<file path="src/rtl/multicycle_control_fsm_pkg.sv">
// Shared constants for the multicycle MIPS control sequencer: opcodes,
// ALU operation codes, datapath mux encodings and controller states.
package ctrl_pkg;

    // Supported IR[31:26] opcodes
    localparam logic [5:0] ALU_R      = 6'h00;
    localparam logic [5:0] JUMP       = 6'h02;
    localparam logic [5:0] BRANCH_EQ  = 6'h04;
    localparam logic [5:0] ADDI       = 6'h08;
    localparam logic [5:0] LOAD_WORD  = 6'h23;
    localparam logic [5:0] STORE_WORD = 6'h2B;

    typedef enum logic [1:0] {
        ADD_OPCODE    = 2'd0,
        SUB_OPCODE    = 2'd1,
        R_TYPE_OPCODE = 2'd2
    } alu_op_e;

    typedef enum logic [1:0] {
        SRC_B_REG     = 2'd0,
        SRC_B_FOUR    = 2'd1,
        SRC_B_IMM     = 2'd2,
        SRC_B_IMM_SH2 = 2'd3
    } alu_src_b_e;

    typedef enum logic [1:0] {
        PC_SRC_ALU    = 2'd0,
        PC_SRC_ALUOUT = 2'd1,
        PC_SRC_JUMP   = 2'd2
    } pc_src_e;

    typedef enum logic [3:0] {
        ST_IDLE,
        ST_FETCH,
        ST_DECODE,
        ST_MEM_ADDR,
        ST_MEM_RD,
        ST_MEM_WB,
        ST_MEM_WR,
        ST_EXEC,
        ST_R_WB,
        ST_ADDI_EX,
        ST_ADDI_WB,
        ST_BRANCH,
        ST_JUMP
    } state_e;

endpackage

</file>
<file path="src/rtl/multicycle_control_fsm_if.sv">
// Handshake and datapath-control bundle between the control sequencer
// (master) and the datapath / unified memory port (slave).
interface multicycle_control_fsm_if;

    logic       run;
    logic [5:0] opcode;
    logic       mem_ready;

    logic       pc_write;
    logic       pc_write_cond;
    logic       i_or_d;
    logic       mem_read;
    logic       mem_write;
    logic       ir_write;
    logic       mem_2_reg;
    logic       reg_dst;
    logic       reg_write;
    logic       alu_src_a;
    logic [1:0] alu_src_b;
    logic [1:0] alu_op;
    logic [1:0] pc_source;
    logic       instr_done;
    logic       illegal_op;
    logic       busy;

    modport master (
        input  run, opcode, mem_ready,
        output pc_write, pc_write_cond, i_or_d, mem_read, mem_write, ir_write,
               mem_2_reg, reg_dst, reg_write, alu_src_a, alu_src_b, alu_op,
               pc_source, instr_done, illegal_op, busy
    );

    modport slave (
        output run, opcode, mem_ready,
        input  pc_write, pc_write_cond, i_or_d, mem_read, mem_write, ir_write,
               mem_2_reg, reg_dst, reg_write, alu_src_a, alu_src_b, alu_op,
               pc_source, instr_done, illegal_op, busy
    );

endinterface

</file>
<file path="src/rtl/multicycle_control_fsm_perf_counter.sv">
// Retired-instruction and busy-cycle counters; both wrap modulo 2^CNT_W.
module ctrl_perf_counter #(
    parameter int unsigned CNT_W = 32
) (
    input  logic             clk_i,
    input  logic             arst_ni,
    input  logic             instr_done_i,
    input  logic             busy_i,
    output logic [CNT_W-1:0] instr_count_o,
    output logic [CNT_W-1:0] cycle_count_o
);

    logic [CNT_W-1:0] instr_count_q, instr_count_d;
    logic [CNT_W-1:0] cycle_count_q, cycle_count_d;

    // Increment each counter on its qualifying cycle
    always_comb begin
        instr_count_d = instr_count_q + CNT_W'(instr_done_i);
        cycle_count_d = cycle_count_q + CNT_W'(busy_i);
    end

    // Counter registers
    always_ff @(posedge clk_i or negedge arst_ni) begin
        if (!arst_ni) begin
            instr_count_q <= '0;
            cycle_count_q <= '0;
        end else begin
            instr_count_q <= instr_count_d;
            cycle_count_q <= cycle_count_d;
        end
    end

    assign instr_count_o = instr_count_q;
    assign cycle_count_o = cycle_count_q;

endmodule

</file>
<file path="src/rtl/multicycle_control_fsm.sv">
// Multicycle MIPS control sequencer: walks each instruction through
// FETCH..WB and drives every datapath mux/enable. Optional performance
// counters are built when CTRL_PERF_CNT_EN is defined.
module multicycle_control_fsm
    import ctrl_pkg::*;
#(
    parameter int unsigned CNT_W = 32
) (
    input  logic                    clk,
    input  logic                    arst_n,
    multicycle_control_fsm_if.master bus,
    output logic [CNT_W-1:0]        instr_count,
    output logic [CNT_W-1:0]        cycle_count
);

    state_e     state_q, state_d;
    logic [5:0] opcode_q;
    logic       done;
    logic       busy;
    state_e     end_state;

    // State register
    always_ff @(posedge clk or negedge arst_n) begin
        if (!arst_n) state_q <= ST_IDLE;
        else         state_q <= state_d;
    end

    // Opcode is only valid in DECODE; later states use this copy
    always_ff @(posedge clk or negedge arst_n) begin
        if (!arst_n)                  opcode_q <= '0;
        else if (state_q == ST_DECODE) opcode_q <= bus.opcode;
    end

    // Next-state and control outputs (Moore per state, Mealy on mem_ready)
    always_comb begin
        state_d           = state_q;
        end_state         = bus.run ? ST_FETCH : ST_IDLE;
        done              = 1'b0;
        busy              = (state_q != ST_IDLE);
        bus.pc_write      = 1'b0;
        bus.pc_write_cond = 1'b0;
        bus.i_or_d        = 1'b0;
        bus.mem_read      = 1'b0;
        bus.mem_write     = 1'b0;
        bus.ir_write      = 1'b0;
        bus.mem_2_reg     = 1'b0;
        bus.reg_dst       = 1'b0;
        bus.reg_write     = 1'b0;
        bus.alu_src_a     = 1'b0;
        bus.alu_src_b     = SRC_B_REG;
        bus.alu_op        = ADD_OPCODE;
        bus.pc_source     = PC_SRC_ALU;
        bus.illegal_op    = 1'b0;

        unique case (state_q)
            ST_IDLE: begin
                if (bus.run) state_d = ST_FETCH;
            end
            ST_FETCH: begin
                bus.mem_read  = 1'b1;
                bus.alu_src_b = SRC_B_FOUR;
                bus.pc_write  = bus.mem_ready;
                bus.ir_write  = bus.mem_ready;
                if (bus.mem_ready) state_d = ST_DECODE;
            end
            ST_DECODE: begin
                bus.alu_src_b = SRC_B_IMM_SH2;
                case (bus.opcode)
                    LOAD_WORD, STORE_WORD: state_d = ST_MEM_ADDR;
                    ALU_R:                 state_d = ST_EXEC;
                    ADDI:                  state_d = ST_ADDI_EX;
                    BRANCH_EQ:             state_d = ST_BRANCH;
                    JUMP:                  state_d = ST_JUMP;
                    default: begin
                        bus.illegal_op = 1'b1;
                        state_d        = end_state;
                    end
                endcase
            end
            ST_MEM_ADDR: begin
                bus.alu_src_a = 1'b1;
                bus.alu_src_b = SRC_B_IMM;
                state_d       = (opcode_q == STORE_WORD) ? ST_MEM_WR : ST_MEM_RD;
            end
            ST_MEM_RD: begin
                bus.mem_read = 1'b1;
                bus.i_or_d   = 1'b1;
                if (bus.mem_ready) state_d = ST_MEM_WB;
            end
            ST_MEM_WB: begin
                bus.reg_write = 1'b1;
                bus.mem_2_reg = 1'b1;
                done          = 1'b1;
                state_d       = end_state;
            end
            ST_MEM_WR: begin
                bus.mem_write = 1'b1;
                bus.i_or_d    = 1'b1;
                done          = bus.mem_ready;
                if (bus.mem_ready) state_d = end_state;
            end
            ST_EXEC: begin
                bus.alu_src_a = 1'b1;
                bus.alu_op    = R_TYPE_OPCODE;
                state_d       = ST_R_WB;
            end
            ST_R_WB: begin
                bus.reg_write = 1'b1;
                bus.reg_dst   = 1'b1;
                done          = 1'b1;
                state_d       = end_state;
            end
            ST_ADDI_EX: begin
                bus.alu_src_a = 1'b1;
                bus.alu_src_b = SRC_B_IMM;
                state_d       = ST_ADDI_WB;
            end
            ST_ADDI_WB: begin
                bus.reg_write = 1'b1;
                done          = 1'b1;
                state_d       = end_state;
            end
            ST_BRANCH: begin
                bus.alu_src_a     = 1'b1;
                bus.alu_op        = SUB_OPCODE;
                bus.pc_write_cond = 1'b1;
                bus.pc_source     = PC_SRC_ALUOUT;
                done              = 1'b1;
                state_d           = end_state;
            end
            ST_JUMP: begin
                bus.pc_write  = 1'b1;
                bus.pc_source = PC_SRC_JUMP;
                done          = 1'b1;
                state_d       = end_state;
            end
            default: state_d = ST_IDLE;
        endcase
    end

    assign bus.instr_done = done;
    assign bus.busy       = busy;

`ifdef CTRL_PERF_CNT_EN
    ctrl_perf_counter #(
        .CNT_W(CNT_W)
    ) u_perf (
        .clk_i        (clk),
        .arst_ni      (arst_n),
        .instr_done_i (done),
        .busy_i       (busy),
        .instr_count_o(instr_count),
        .cycle_count_o(cycle_count)
    );
`else
    assign instr_count = '0;
    assign cycle_count = '0;
`endif

endmodule

</file>
<file path="src/flat_wrapper.sv">
// flat-port wrapper written by rule: the top's interface ports become plain ports
module multicycle_control_fsm_flat import ctrl_pkg::*;
#(
    parameter int unsigned CNT_W = 32
)
  (clk, arst_n, instr_count, cycle_count, bus_run, bus_opcode, bus_mem_ready, bus_pc_write, bus_pc_write_cond, bus_i_or_d, bus_mem_read, bus_mem_write, bus_ir_write, bus_mem_2_reg, bus_reg_dst, bus_reg_write, bus_alu_src_a, bus_alu_src_b, bus_alu_op, bus_pc_source, bus_instr_done, bus_illegal_op, bus_busy);
  multicycle_control_fsm_if bus_i ();
  input  logic clk;
  input  logic arst_n;
  output logic [CNT_W-1:0] instr_count;
  output logic [CNT_W-1:0] cycle_count;
  input wire logic [$bits(bus_i.run)-1:0] bus_run;
  input wire logic [$bits(bus_i.opcode)-1:0] bus_opcode;
  input wire logic [$bits(bus_i.mem_ready)-1:0] bus_mem_ready;
  output wire logic [$bits(bus_i.pc_write)-1:0] bus_pc_write;
  output wire logic [$bits(bus_i.pc_write_cond)-1:0] bus_pc_write_cond;
  output wire logic [$bits(bus_i.i_or_d)-1:0] bus_i_or_d;
  output wire logic [$bits(bus_i.mem_read)-1:0] bus_mem_read;
  output wire logic [$bits(bus_i.mem_write)-1:0] bus_mem_write;
  output wire logic [$bits(bus_i.ir_write)-1:0] bus_ir_write;
  output wire logic [$bits(bus_i.mem_2_reg)-1:0] bus_mem_2_reg;
  output wire logic [$bits(bus_i.reg_dst)-1:0] bus_reg_dst;
  output wire logic [$bits(bus_i.reg_write)-1:0] bus_reg_write;
  output wire logic [$bits(bus_i.alu_src_a)-1:0] bus_alu_src_a;
  output wire logic [$bits(bus_i.alu_src_b)-1:0] bus_alu_src_b;
  output wire logic [$bits(bus_i.alu_op)-1:0] bus_alu_op;
  output wire logic [$bits(bus_i.pc_source)-1:0] bus_pc_source;
  output wire logic [$bits(bus_i.instr_done)-1:0] bus_instr_done;
  output wire logic [$bits(bus_i.illegal_op)-1:0] bus_illegal_op;
  output wire logic [$bits(bus_i.busy)-1:0] bus_busy;
  assign bus_i.run = bus_run;
  assign bus_i.opcode = bus_opcode;
  assign bus_i.mem_ready = bus_mem_ready;
  assign bus_pc_write = bus_i.pc_write;
  assign bus_pc_write_cond = bus_i.pc_write_cond;
  assign bus_i_or_d = bus_i.i_or_d;
  assign bus_mem_read = bus_i.mem_read;
  assign bus_mem_write = bus_i.mem_write;
  assign bus_ir_write = bus_i.ir_write;
  assign bus_mem_2_reg = bus_i.mem_2_reg;
  assign bus_reg_dst = bus_i.reg_dst;
  assign bus_reg_write = bus_i.reg_write;
  assign bus_alu_src_a = bus_i.alu_src_a;
  assign bus_alu_src_b = bus_i.alu_src_b;
  assign bus_alu_op = bus_i.alu_op;
  assign bus_pc_source = bus_i.pc_source;
  assign bus_instr_done = bus_i.instr_done;
  assign bus_illegal_op = bus_i.illegal_op;
  assign bus_busy = bus_i.busy;
  multicycle_control_fsm #(.CNT_W(CNT_W)) u_core (.clk(clk), .arst_n(arst_n), .bus(bus_i), .instr_count(instr_count), .cycle_count(cycle_count));
endmodule
</file>
<file path="config.mk">
export PLATFORM = sky130hd
export DESIGN_NAME = multicycle_control_fsm_flat
export DESIGN_NICKNAME = d
export VERILOG_FILES = /design/src/rtl/multicycle_control_fsm_pkg.sv /design/src/rtl/multicycle_control_fsm_if.sv /design/src/rtl/multicycle_control_fsm_perf_counter.sv /design/src/rtl/multicycle_control_fsm.sv /design/src/flat_wrapper.sv
export SDC_FILE = /design/constraint.sdc
export NUM_CORES = 1
export LEC_CHECK = 0
export CAP_MARGIN = 10
export CORE_MARGIN = 5
export CORE_UTILIZATION = 57
export CTS_CLUSTER_DIAMETER = 150
export DETAILED_ROUTE_END_ITERATION = 6
export DONT_BUFFER_PORTS = 1
export GPL_ROUTABILITY_DRIVEN = 0
export PLACE_DENSITY = 0.75
export SLEW_MARGIN = 20
export SYNTH_ARGS = -nofsm -noshare
export SYNTH_HDL_FRONTEND = slang
export SYNTH_HIERARCHICAL = 1
export SYNTH_SLANG_ARGS = --single-unit
</file>
<file path="constraint.sdc">
create_clock -name clk -period 1.3 [get_ports clk]
set_clock_uncertainty 0.05 [all_clocks]
set_input_delay 0.195 -clock clk [delete_from_list [all_inputs] [get_ports clk]]
set_output_delay 0.195 -clock clk [all_outputs]
set_load 0.03 [all_outputs]
</file>
==> results <==
- The run finished, with violations left.
- The final reports fail on negative setup slack.
- The share of synthesized area occupied by flip-flops and latches is 0.1808.
- The number of filler cells placed in the layout is 92.
- The cell area after layout is 0.002001 sq mm.
- The post-synthesis share of cell area spent on full adders, half adders and majority gates is 0.
- The TritonCTS clock tree is done.
- The share of synthesized area in the top cell type comes to 0.3797.
- The final setup violation count is 29.
- The mux contribution to synthesized area is 0.07957.
- STA classifies the critical path endpoint as an output port.
- The via count of the first global-routing pass is 1207.
- The net total in the final layout is 230.
- The number of cells on the worst reg-to-reg path is 6.
- The maximum level of the CTS H-tree is 1.
- The count of boundary I/O pins is 93.
- The worst-case IR drop observed on VDD is 1.871 mV.
- The most common cell in the netlist is buf_4.
- The clock-pin transition on the worst setup and hold timing paths is approximately 0.070 ns.
- The average detailed-routed wire length per instance is 18.81 microns.
- At the worst endpoint, the arrival time is 1.44 ns.
- The share of the synthesized area in compound gates (AO/OA/AOI/OAI) is 0.1519.
- The switching power summed over all nets is 2.170 mW.
- The floorplan step set the die height to just under 60 microns.
- Along the worst hold path, the cell count comes to 1.
- The total wire length after detailed routing is around 4.6 mm.
- The number of instances in the placed design is 221.
- The sequential fraction of design power is 0.141.
- Entering global routing, the biggest net connects 13 pins.
- Yosys attributes the largest share of cell area to buf_4 38%, dfrtp_1 18%, mux2_4 6.5%.
- The first TritonRoute pass finished after 4 iterations.
- The initial core utilization is 0.6138.
- After synthesis, the largest family of logic cells by area is buffers and inverters.
- Of the total synthesized cell area, the portion taken by XOR and XNOR cells is 0.01266.
- The clock network power share is 0.047.
- The worst path setup slack after routing is -0.3866 ns.
- The synthesized design contains 10 register bits.
- The first global-routing pass estimated 5.878 mm of wire.
- After floorplanning, the core was sized to cover 0.002255 sq mm.
- In this run the core area contains 17 standard-cell rows.
- The finished layout holds 246 standard cells, fillers aside.
- Of the total synthesized cell area, the portion taken by AND, OR, NAND and NOR gates is 0.1790.
- The number of antenna diodes in the final layout is 0.
- The largest delay contributor family on the critical path is flip-flops.
- The power share of the combinational group is 0.812.
- During synthesis, Yosys emitted a total of 6 warnings.
- Final hold analysis gives a worst-case slack of 0.02394 ns.
- The average size of a mapped cell is 8.188 sq um.
- Of all nets on the critical path, the largest fanout is 6.
- The die is 59.27 microns wide.
- Yosys mapped the design onto 41 distinct sky130hd cell types.
- The static power due to leakage is 0.9271 nW.
- The setup path with the least slack is of type reg -> out.
- The final-report hold violation count is 0.
- The min-delay analysis places its worst path in the category in -> reg.
- The buffering stage count on the worst path with inverters included is 2.
- The number of buffers inserted by port buffering is 0.
- The synthesized area is 0.001384 sq mm.
- The footprint of the flip-flops and latches is 255.2 sq um.
- Setup repair after global routing could not meet its margin everywhere.
- Clock latency on the worst-skew pair, taken at its later pin, is 0.27 ns.
- The post-place setup slack is -0.1927 ns.
- Derived from the worst setup path, the maximum achievable clock frequency is 592.9 MHz.
- The largest area contributor in the netlist is buf_4.
- Among all flip-flop cells after synthesis, the most frequent one is dfrtp_1.
- The kind of start point of the critical path is a flop.
- The clock drives 10 sinks.
- The post-synthesis async set-or-reset flop share is 1.000.
- The data required time of the worst path is 1.05 ns.
- In this run the deepest clock path goes through 2 buffers.
- The power density relative to cell area is ~2300 mW/mm^2.
- The die area is 0.003513 sq mm.
- In this run, the number of DRC markers left after iteration 0 of detailed routing was 56.
- The cell at the root of the clock tree is clkbuf_4.
- The routed via count divided by cell count is about 5.3.
- The internal power of the cells totals 2.352 mW.
- The number of antenna violations at the first check in global routing came to 0.
- By count the netlist is led by 70 x buf_4, 15 x nor2_1, 10 x dfrtp_1.
- The critical path runs through a total of 5 cells.
- The number of maximum-capacitance violations is 0.
- On the critical path, the stage with the largest delay is an instance of dfrtp_2.
- In this run, CTS created clock tree buffers numbering 3.
- The final sum of negative setup slack is -8.316 ns.
- Summing over every cut layer, the via total after detailed routing is ~1.3k.
- Dividing the final minimum period by the clock period gives 1.297.
- The area growth from synthesis to layout is 44.58%.
- The area of the multi-input gates is 0.001081 sq mm.
- Of the total power, the share spent switching nets is 0.4799.
- Subtracting the final worst setup slack from the clock period gives 1.687 ns.
- The proportion of layout cells with a drive suffix above 1 is 0.5183.
- The maximum cell stage delay along the critical path is between 0.4 and 0.5 ns.
- For this run, the total global-route usage over all layers was measured as 0.2183.
- In the synthesized netlist, the number of instances is 169.
- Traced cell by cell, the critical path runs through buf_4 > nor2b_1 > a21oi_1 > o21ai_2 > buf_6.
- The total count of max-transition violations in the final report is 0.
- The remaining antenna violation count is 0.
- After detailed routing, the number of remaining DRC violations is 0.
- Global routing finished with a remaining overflow of 0.
- After detailed placement, the total cell area comes to 0.001504 sq mm.
- The sum of net half-perimeters after detailed placement is ~2.6 mm.
- Yosys mapped a number of flops with a built-in enable equal to 0.
worst reg2reg max path, stage by stage, from the launching register on:
cell and delay, ns:
dfrtp_2 0.42, buf_6 0.15, nand2b_4 0.21, buf_4 0.16
buf_6 0.12, or3_4 0.32, o31ai_2 0.08
cell type report:
class / count / share of cell area
Clock buffer: 3 / 0.01126
Multi-Input combinational cell: 148 / 0.5403
Sequential cell: 10 / 0.1276
Inverter: 1 / 0.001876
Tap cell: 28 / 0.01751
Timing Repair Buffer: 56 / 0.3014
power groups by stage:
| stage | Sequential, mW | Clock (mW) | Combinational [mW] |
|---|---|---|---|
| final | 0.638 | 0.213 | 3.67 |
| after detailed placement | 0.608 | 0 | 2.43 |
| after floorplan | 0.507 | 0 | 1.97 |
| after global routing | 0.651 | 0.235 | 3.80 |
| after global placement | 0.590 | 0 | 2.39 |
| after CTS | 0.603 | 0.218 | 3.04 |
flip-flops by register name, indices dropped and copies added, names as in the netlist:
name and cells:
u_core/opcode_q 6, u_core/state_q 4
kinds of logic (layout without fill, tap and decap cells):
logic type      Yosys count  count (layout)
compound gates           30              30
xor+xnor                  2               2
buf+inv                  74              60
flops                    10              10
mux                       8               8
other cells               1              64
simple gates             44              44
timing repair:
item                                    4_1_cts  5_1_grt
hold buffers                                  1        0
hold endpoints to repair                     10        0
pin swaps                                    11       13
cloned                                        0        1
endpoints found under the setup margin       29       29
setup buffers                                10       10
resized for setup                            48       25
metrics by stage:
stage	utilization	power [mW]
6_report	0.8873	4.522
5_1_grt	0.8873	4.682
4_1_cts	0.7936	3.863
2_1_floorplan	-	2.477
3_3_place_gp	0.6670	2.976
3_5_place_dp	0.6670	3.035
worst paths after layout:
path	startpoint	end	slack, ns
setup reg to reg	u_core/state_q[3]	u_core/state_q[1]	-0.31
max in group asynchronous	arst_n	u_core/state_q[3]	0.58
min in group asynchronous	arst_n	u_core/opcode_q[0]	0.27
hold / removal	bus_opcode[0]	u_core/opcode_q[0]	0.02
hold reg to reg	u_core/opcode_q[2]	u_core/opcode_q[2]	0.47
setup / recovery	u_core/state_q[0]	bus_instr_done	-0.39
metal layers:
metal | GRT usage | routed length (microns) | part of all wire | vias up
met5 | 0 | 0 | 0 | -
met4 | 0.09385 | 147 | 0.032 | 0
met3 | 0.03268 | 498 | 0.11 | 19
met2 | 0.3651 | 2269 | 0.49 | 121
met1 | 0.2754 | 1711 | 0.37 | 626
li1 | - | - | - | 546
cell usage in the layout, fill, tap and decap left out, drive strengths merged:
master	n
a21oi	10
a22oi	1
inv	1
conb	64
o2111a	1
or2	1
nand2	7
a21boi	2
o31ai	1
nand3	1
nor4bb	1
buf	54
mux2i	2
o32ai	1
clkbuf	4
nand2b	7
a31oi	1
or3b	1
dlygate4sd3	1
nand3b	1
nand4b	1
nor2	15
and3	2
nor3	4
or3	1
o22ai	2
nor2b	2
xnor2	1
o41ai	1
xor2	1
dfrtp	10
a221oi	1
a21o	2
o21ai	5
a2111o	1
mux2	6
o21bai	1
Power figures use the tool's default switching activity.
